`config.mk`:
```
export PLATFORM = sky130hd
export DESIGN_NAME = fifo_wr_ptr_ctrl_flat
export DESIGN_NICKNAME = d
export VERILOG_FILES = /design/src/rtl/fifo_pkg.sv /design/src/rtl/fifo_wr_ptr_ctrl_if.sv /design/src/rtl/b2g_decoder.sv /design/src/rtl/g2b_decoder.sv /design/src/rtl/sync_2ff.sv /design/src/rtl/fifo_wr_ptr_ctrl.sv /design/src/flat_wrapper.sv
export SDC_FILE = /design/constraint.sdc
export NUM_CORES = 1
export LEC_CHECK = 0
export BUFFER_PORTS_ARGS = -buffer_cell sky130_fd_sc_hd__buf_2
export CAP_MARGIN = 20
export CORE_MARGIN = 3
export CORE_UTILIZATION = 44
export DETAILED_ROUTE_END_ITERATION = 10
export MAX_ROUTING_LAYER = met4
export PLACE_DENSITY = 0.73
export REMOVE_ABC_BUFFERS = 1
export SYNTH_ARGS = -nofsm -noshare
export SYNTH_HDL_FRONTEND = slang
export SYNTH_SLANG_ARGS = --single-unit
```
`constraint.sdc`:
```
create_clock -name clk -period 2.3 [get_ports clk]
set_clock_uncertainty 0.2 [all_clocks]
set_input_delay 0.46 -clock clk [delete_from_list [all_inputs] [get_ports clk]]
set_output_delay 0.46 -clock clk [all_outputs]
set_load 0.01 [all_outputs]
```
`src/rtl/fifo_pkg.sv`:
```
// ---------------------------------------------------------------------------
// fifo_pkg
// Shared constants and types for the 16-entry gray-pointer FIFO.
//   ADDR_W : pointer / address width (4, matches the 4-bit gray decoders)
//   DEPTH  : physical storage entries (16)
//   USABLE : usable entries (15); one slot is always kept empty so that
//            full and empty can be told apart without an extra wrap bit
// ---------------------------------------------------------------------------
package fifo_pkg;

  localparam int ADDR_W = 4;
  localparam int DEPTH  = 16;
  localparam int USABLE = DEPTH - 1;

  typedef logic [ADDR_W-1:0] ptr_t;

  // Pointer increment with natural modulo-DEPTH wrap.
  function automatic ptr_t ptr_inc(input ptr_t p);
    return p + ptr_t'(1);
  endfunction

endpackage

```
`src/rtl/fifo_wr_ptr_ctrl_if.sv`:
```
// ---------------------------------------------------------------------------
// fifo_wr_ptr_ctrl_if
// Bundles the write-side handshake, storage write port and pointer-crossing
// signals of the FIFO write pointer controller.
//   push_valid    : producer requests a write
//   push_ready    : controller can accept a write
//   mem_we        : storage write enable
//   mem_waddr     : storage binary write address
//   wr_gray       : registered gray write pointer for the read side
//   rd_gray_async : gray read pointer from the read domain (unsynchronised)
//   full          : 15 entries occupied
//   almost_full   : free_cnt at or below threshold
//   free_cnt      : free slots, 0..15
// Modports: master = producer / read-side environment, slave = controller.
// ---------------------------------------------------------------------------
interface fifo_wr_ptr_ctrl_if;
  import fifo_pkg::*;

  logic push_valid;
  logic push_ready;
  logic mem_we;
  ptr_t mem_waddr;
  ptr_t wr_gray;
  ptr_t rd_gray_async;
  logic full;
  logic almost_full;
  ptr_t free_cnt;

  modport master (
    output push_valid,
    output rd_gray_async,
    input  push_ready,
    input  mem_we,
    input  mem_waddr,
    input  wr_gray,
    input  full,
    input  almost_full,
    input  free_cnt
  );

  modport slave (
    input  push_valid,
    input  rd_gray_async,
    output push_ready,
    output mem_we,
    output mem_waddr,
    output wr_gray,
    output full,
    output almost_full,
    output free_cnt
  );

endinterface

```
`src/rtl/b2g_decoder.sv`:
```
// ---------------------------------------------------------------------------
// b2g_decoder
// Combinational 4-bit binary to gray conversion.
//   bin  : binary input
//   gray : gray-coded output
// ---------------------------------------------------------------------------
module b2g_decoder
  import fifo_pkg::*;
(
  input  ptr_t bin,
  output ptr_t gray
);

  assign gray = bin ^ (bin >> 1);

endmodule

```
`src/rtl/g2b_decoder.sv`:
```
// ---------------------------------------------------------------------------
// g2b_decoder
// Combinational 4-bit gray to binary conversion. Every one of the 16 codes
// decodes to a defined value, so a glitched input is harmless here.
//   gray : gray-coded input
//   bin  : binary output
// ---------------------------------------------------------------------------
module g2b_decoder
  import fifo_pkg::*;
(
  input  ptr_t gray,
  output ptr_t bin
);

  // Each binary bit is the XOR of all gray bits at and above it.
  for (genvar gi = 0; gi < ADDR_W; gi++) begin : g_bit
    assign bin[gi] = ^gray[ADDR_W-1:gi];
  end

endmodule

```
`src/rtl/sync_2ff.sv`:
```
// ---------------------------------------------------------------------------
// sync_2ff
// Two-flop synchroniser of parameterised width with synchronous active-high
// reset to zero. Intended for gray-coded buses where at most one bit moves
// per source clock.
//   clk : destination clock
//   rst : synchronous active-high reset
//   d   : asynchronous input
//   q   : synchronised output (two edges of latency)
// ---------------------------------------------------------------------------
module sync_2ff #(
  parameter int WIDTH = 4
) (
  input  logic             clk,
  input  logic             rst,
  input  logic [WIDTH-1:0] d,
  output logic [WIDTH-1:0] q
);

  logic [WIDTH-1:0] meta_reg;
  logic [WIDTH-1:0] sync_reg;

  always_ff @(posedge clk) begin
    if (rst) begin
      meta_reg <= '0;
      sync_reg <= '0;
    end else begin
      meta_reg <= d;
      sync_reg <= meta_reg;
    end
  end

  assign q = sync_reg;

endmodule

```
`src/rtl/fifo_wr_ptr_ctrl.sv`:
```
// ---------------------------------------------------------------------------
// fifo_wr_ptr_ctrl
// Write-side pointer controller for the 16-entry gray-pointer FIFO.
// Accepts pushes, drives the storage write port, keeps the binary write
// pointer and its registered gray copy, synchronises the read-side gray
// pointer and derives full / almost_full / free_cnt.
//   clk  : write-domain clock
//   rst  : synchronous active-high reset
//   bus  : fifo_wr_ptr_ctrl_if.slave (handshake, storage port, pointers,
//          status)
// Parameter AF_THRESH: almost_full when free_cnt <= AF_THRESH (0..14).
// ---------------------------------------------------------------------------
module fifo_wr_ptr_ctrl
  import fifo_pkg::*;
#(
  parameter int AF_THRESH = 2
) (
  input  logic                clk,
  input  logic                rst,
  fifo_wr_ptr_ctrl_if.slave   bus
);

  localparam ptr_t AF_T = ptr_t'(AF_THRESH);

  ptr_t wr_bin_reg;
  ptr_t wr_gray_reg;
  ptr_t wr_bin_inc;
  ptr_t wr_gray_inc;
  ptr_t rd_sync2;
  ptr_t rd_bin;
  ptr_t free_cnt;
  logic full;
  logic push;

  // Read pointer crossing: two flops, then decode to binary.
  sync_2ff #(
    .WIDTH (ADDR_W)
  ) u_rd_sync (
    .clk (clk),
    .rst (rst),
    .d   (bus.rd_gray_async),
    .q   (rd_sync2)
  );

  g2b_decoder u_rd_g2b (
    .gray (rd_sync2),
    .bin  (rd_bin)
  );

  // Gray code of the next write pointer, registered on accept so the read
  // side only ever sees a glitch-free single-bit change.
  assign wr_bin_inc = ptr_inc(wr_bin_reg);

  b2g_decoder u_wr_b2g (
    .bin  (wr_bin_inc),
    .gray (wr_gray_inc)
  );

  // Status is derived from registers only; the synchronised read pointer
  // lags, so full can only be pessimistic.
  assign full     = (wr_bin_inc == rd_bin);
  assign free_cnt = rd_bin - wr_bin_reg - ptr_t'(1);
  assign push     = bus.push_valid & ~full;

  always_ff @(posedge clk) begin
    if (rst) begin
      wr_bin_reg  <= '0;
      wr_gray_reg <= '0;
    end else if (push) begin
      wr_bin_reg  <= wr_bin_inc;
      wr_gray_reg <= wr_gray_inc;
    end
  end

  assign bus.push_ready  = ~full;
  assign bus.mem_we      = push;
  assign bus.mem_waddr   = wr_bin_reg;
  assign bus.wr_gray     = wr_gray_reg;
  assign bus.full        = full;
  assign bus.free_cnt    = free_cnt;
  assign bus.almost_full = (free_cnt <= AF_T);

endmodule

```
`src/flat_wrapper.sv`:
```
// flat-port wrapper written by rule: the top's interface ports become plain ports
module fifo_wr_ptr_ctrl_flat import fifo_pkg::*;
#(
  parameter int AF_THRESH = 2
)
  (clk, rst, bus_push_valid, bus_rd_gray_async, bus_push_ready, bus_mem_we, bus_mem_waddr, bus_wr_gray, bus_full, bus_almost_full, bus_free_cnt);
  fifo_wr_ptr_ctrl_if bus_i ();
  input  logic clk;
  input  logic rst;
  input wire logic [$bits(bus_i.push_valid)-1:0] bus_push_valid;
  input wire logic [$bits(bus_i.rd_gray_async)-1:0] bus_rd_gray_async;
  output wire logic [$bits(bus_i.push_ready)-1:0] bus_push_ready;
  output wire logic [$bits(bus_i.mem_we)-1:0] bus_mem_we;
  output wire logic [$bits(bus_i.mem_waddr)-1:0] bus_mem_waddr;
  output wire logic [$bits(bus_i.wr_gray)-1:0] bus_wr_gray;
  output wire logic [$bits(bus_i.full)-1:0] bus_full;
  output wire logic [$bits(bus_i.almost_full)-1:0] bus_almost_full;
  output wire logic [$bits(bus_i.free_cnt)-1:0] bus_free_cnt;
  assign bus_i.push_valid = bus_push_valid;
  assign bus_i.rd_gray_async = bus_rd_gray_async;
  assign bus_push_ready = bus_i.push_ready;
  assign bus_mem_we = bus_i.mem_we;
  assign bus_mem_waddr = bus_i.mem_waddr;
  assign bus_wr_gray = bus_i.wr_gray;
  assign bus_full = bus_i.full;
  assign bus_almost_full = bus_i.almost_full;
  assign bus_free_cnt = bus_i.free_cnt;
  fifo_wr_ptr_ctrl #(.AF_THRESH(AF_THRESH)) u_core (.clk(clk), .rst(rst), .bus(bus_i));
endmodule
```
==> results.toml <==
[critical_path]
cpPeakStageDelay_ns = 0.45
arrival_ns = 2.23
slowest_stage = "fa_1"
critPathLaunchType = "register"
cp_max_fo = 2
cp_cell_sequence = "xor2_2 > xor2_1 > xor2_1 > ha_2 > fa_1 > a211oi_2 > buf_2"
crit_required_ns = 1.64
end_kind = "output pin"
path_class = "reg2out"
r2r_slack_ns = 0
crit_top_cell = "xor2_1"

[synth]
synth_ff_type = "dfxtp_1"
ys_types = 25
synth_common_cells = "dfxtp_1 (15), a21oi_1 (8), nor2b_1 (8)"
synth_seq_area_share_pct = 38.8
synth_edf_count = 0
synth_top_area_share_pct = 38.8
ys_ff_latch = 15
ys_top_cells_by_area = "dfxtp_1 (39%), xnor2_1 (6.8%), xor2_1 (6.8%)"
yosysMostFrequentCell = "dfxtp_1"
synth_area_um2 = 773
yosysWarnings = 0
synth_top_area_cell = "dfxtp_1"
synthCells = 81
synthArstFlopShare_pct = 0
syn_avg_cell_area_um2 = 9.55

[drt]
dr.pass1.iters = 4
postRouteAntennaNets = 0
vias = 725
vias_per_cell = 5.33
drt_wl_total_um = 1960
drc = 0
drtIter0Drc = 6
wire_per_inst_um = 14.4

[clock_tree]
root_buffer = "clkbuf_4"
numCtsBuffers = 3
cts.htree.levels = 1
clkTransAtPathRegs_ns = 0.09
clk_latency_ns = 0.29
cts_tree = "yes"
clock-sinks = 15
hold_buffers = 0
ctsLongestPathBuffers = 2

[final_layout]
nets = 133
final_util_pct = 74.0
syn_to_final_growth_pct = 51.0
drive_above_1_share_pct = 52.5
antenna_cells = 0
fill_cells = 108

[placed_design]
port_buffers = 22
place.gp.congestion = 0.803
dp_hpwl_um = 1170

[power_and_ir_drop]
ir_drop_mv = 0.471
finalPower_mw = 0.859
swShare_pct = 35.2
comb_power_share_pct = 47.8
sequentialPowerShare_pct = 33.5
p_sw_mw = 0.302
powerDensity_mw_per_mm2 = 736
p_leak_nw = 0.513
internal_power_mw = 0.557
p_clk_share_pct = 18.7

[timing]
relSlewSlack_pct = 73.6
setup_viol = 9
final_max_slew_viol_count = 0
layout_min_cycle_time_ns = 2.89
fin_crit_sh_pct = 125
hold_viol = 0
rsz0062_at_grt = "yes"
hold-worst-slack_ns = 0.170
setup_ws_ns = -0.586
worst_pin_slew_ns = 0.394
fmax_mhz = 347
fin_setup_tns_ns = -3.28

[global_routing]
grt_first_pass_wirelength_um = 3170
grt_usage_pct = 21.3
antenna_found_initial = 0
global_route.overflow_total = 0
grt_pass1_vias = 705
grt_max_degree = 17

[outcome]
outcome = "complete, but fails checks"
violations = "negative setup slack"

[die]
initial_core_util_pct = 49.0
row_count = 14
core_area_mm2 = 0.00158
dieArea_mm2 = 0.00230
chipWidth_um = 47.9
die_h_um = 47.9
io_pins = 23

[worst_hold_path]
hp-class = "in2reg"

[run]
drv_cap = 0
## metal layers
metal	GRT usage, %	vias up	wire (um)
met2	36.9	28	1050
met3	6.39	6	110
met5	-	-	0
met1	21.9	339	753
met4	9.14	0	50
li1	-	352	-
## area by class of cell
cell class	count	area, um^2	area share [%]
clock buffers	3	22.5	1.93
clock inverters	1	7.51	0.643
inverters	5	23.8	2.04
multi-input cells	58	517	44.3
flip-flops and latches	15	303	25.9
well taps	16	20.0	1.71
repair buffers	38	274	23.5
## worst max-delay path, delay by kind of cell (launching register included)
kind                     cells  cell delay [ns]
AO/OA/AOI/OAI                1             0.18
XOR/XNOR                     3             0.60
adder cells (fa/ha/maj)      2             0.66
buffers and inverters        1             0.15
flip-flops                   1             0.35
## per-stage QoR
| step | area (um^2) | instances | setup slack [ns] |
|---|---|---|---|
| floorplan | 747 | 78 | -0.495 |
| global placement | 967 | 128 | -0.254 |
| detailed placement | 967 | 128 | -0.345 |
| CTS | 1130 | 136 | -0.612 |
| global route | 1170 | 136 | -0.748 |
| finish | 1170 | 136 | -0.586 |
## final timing paths
path,depth (start not counted),end,start
min reg2reg,1,u_core.u_rd_sync.q[2],u_core.u_rd_sync.meta_reg[2]
max reg2reg,9,u_core.bus.wr_gray[1],u_core.u_rd_sync.q[3]
max,7,bus_almost_full,u_core.u_rd_sync.q[3]
min,2,u_core.u_rd_sync.meta_reg[3],bus_rd_gray_async[3]
## placed cells by master (no fill, tap or decap), drive strengths merged
| cell | count |
|---|---|
| buf | 38 |
| dfxtp | 15 |
| nor2b | 8 |
| a21oi | 8 |
| xor2 | 7 |
| o21ai | 7 |
| xnor2 | 6 |
| nand3 | 6 |
| inv | 5 |
| ha | 4 |
| or3 | 3 |
| clkbuf | 3 |
| a211o | 1 |
| nor2 | 1 |
| a21o | 1 |
| a211oi | 1 |
| nand2 | 1 |
| nand4 | 1 |
| nand2b | 1 |
| or4 | 1 |
| fa | 1 |
| clkinvlp | 1 |
## kinds of logic (layout without fill, tap and decap cells)
family,count (synthesis),count (layout),share of synthesized area (%)
buffers and inverters,8,47,6.15
xor gates and xnor gates,13,13,15.7
adders and majority gates,5,5,9.06
AOI/OAI and AO/OA,18,18,13.9
and+or+nand+nor,22,22,16.3
DFF,15,15,38.8
## what timing repair did
item,in CTS,in global routing
gates resized for setup,20,12
endpoints found under the setup margin,10,15
setup buffers,4,1
pin swaps,11,13
cloned,0,0
## power by group through the flow
stage                     logic, mW  registers [mW]  clock network (mW)
after floorplan               0.159           0.301                   0
after global placement        0.280           0.290                   0
after detailed placement      0.288           0.291                   0
after CTS                     0.373           0.288               0.168
after global routing          0.450           0.290               0.173
final                         0.410           0.288               0.161
Note: power is estimated with default switching activity, not from simulation.
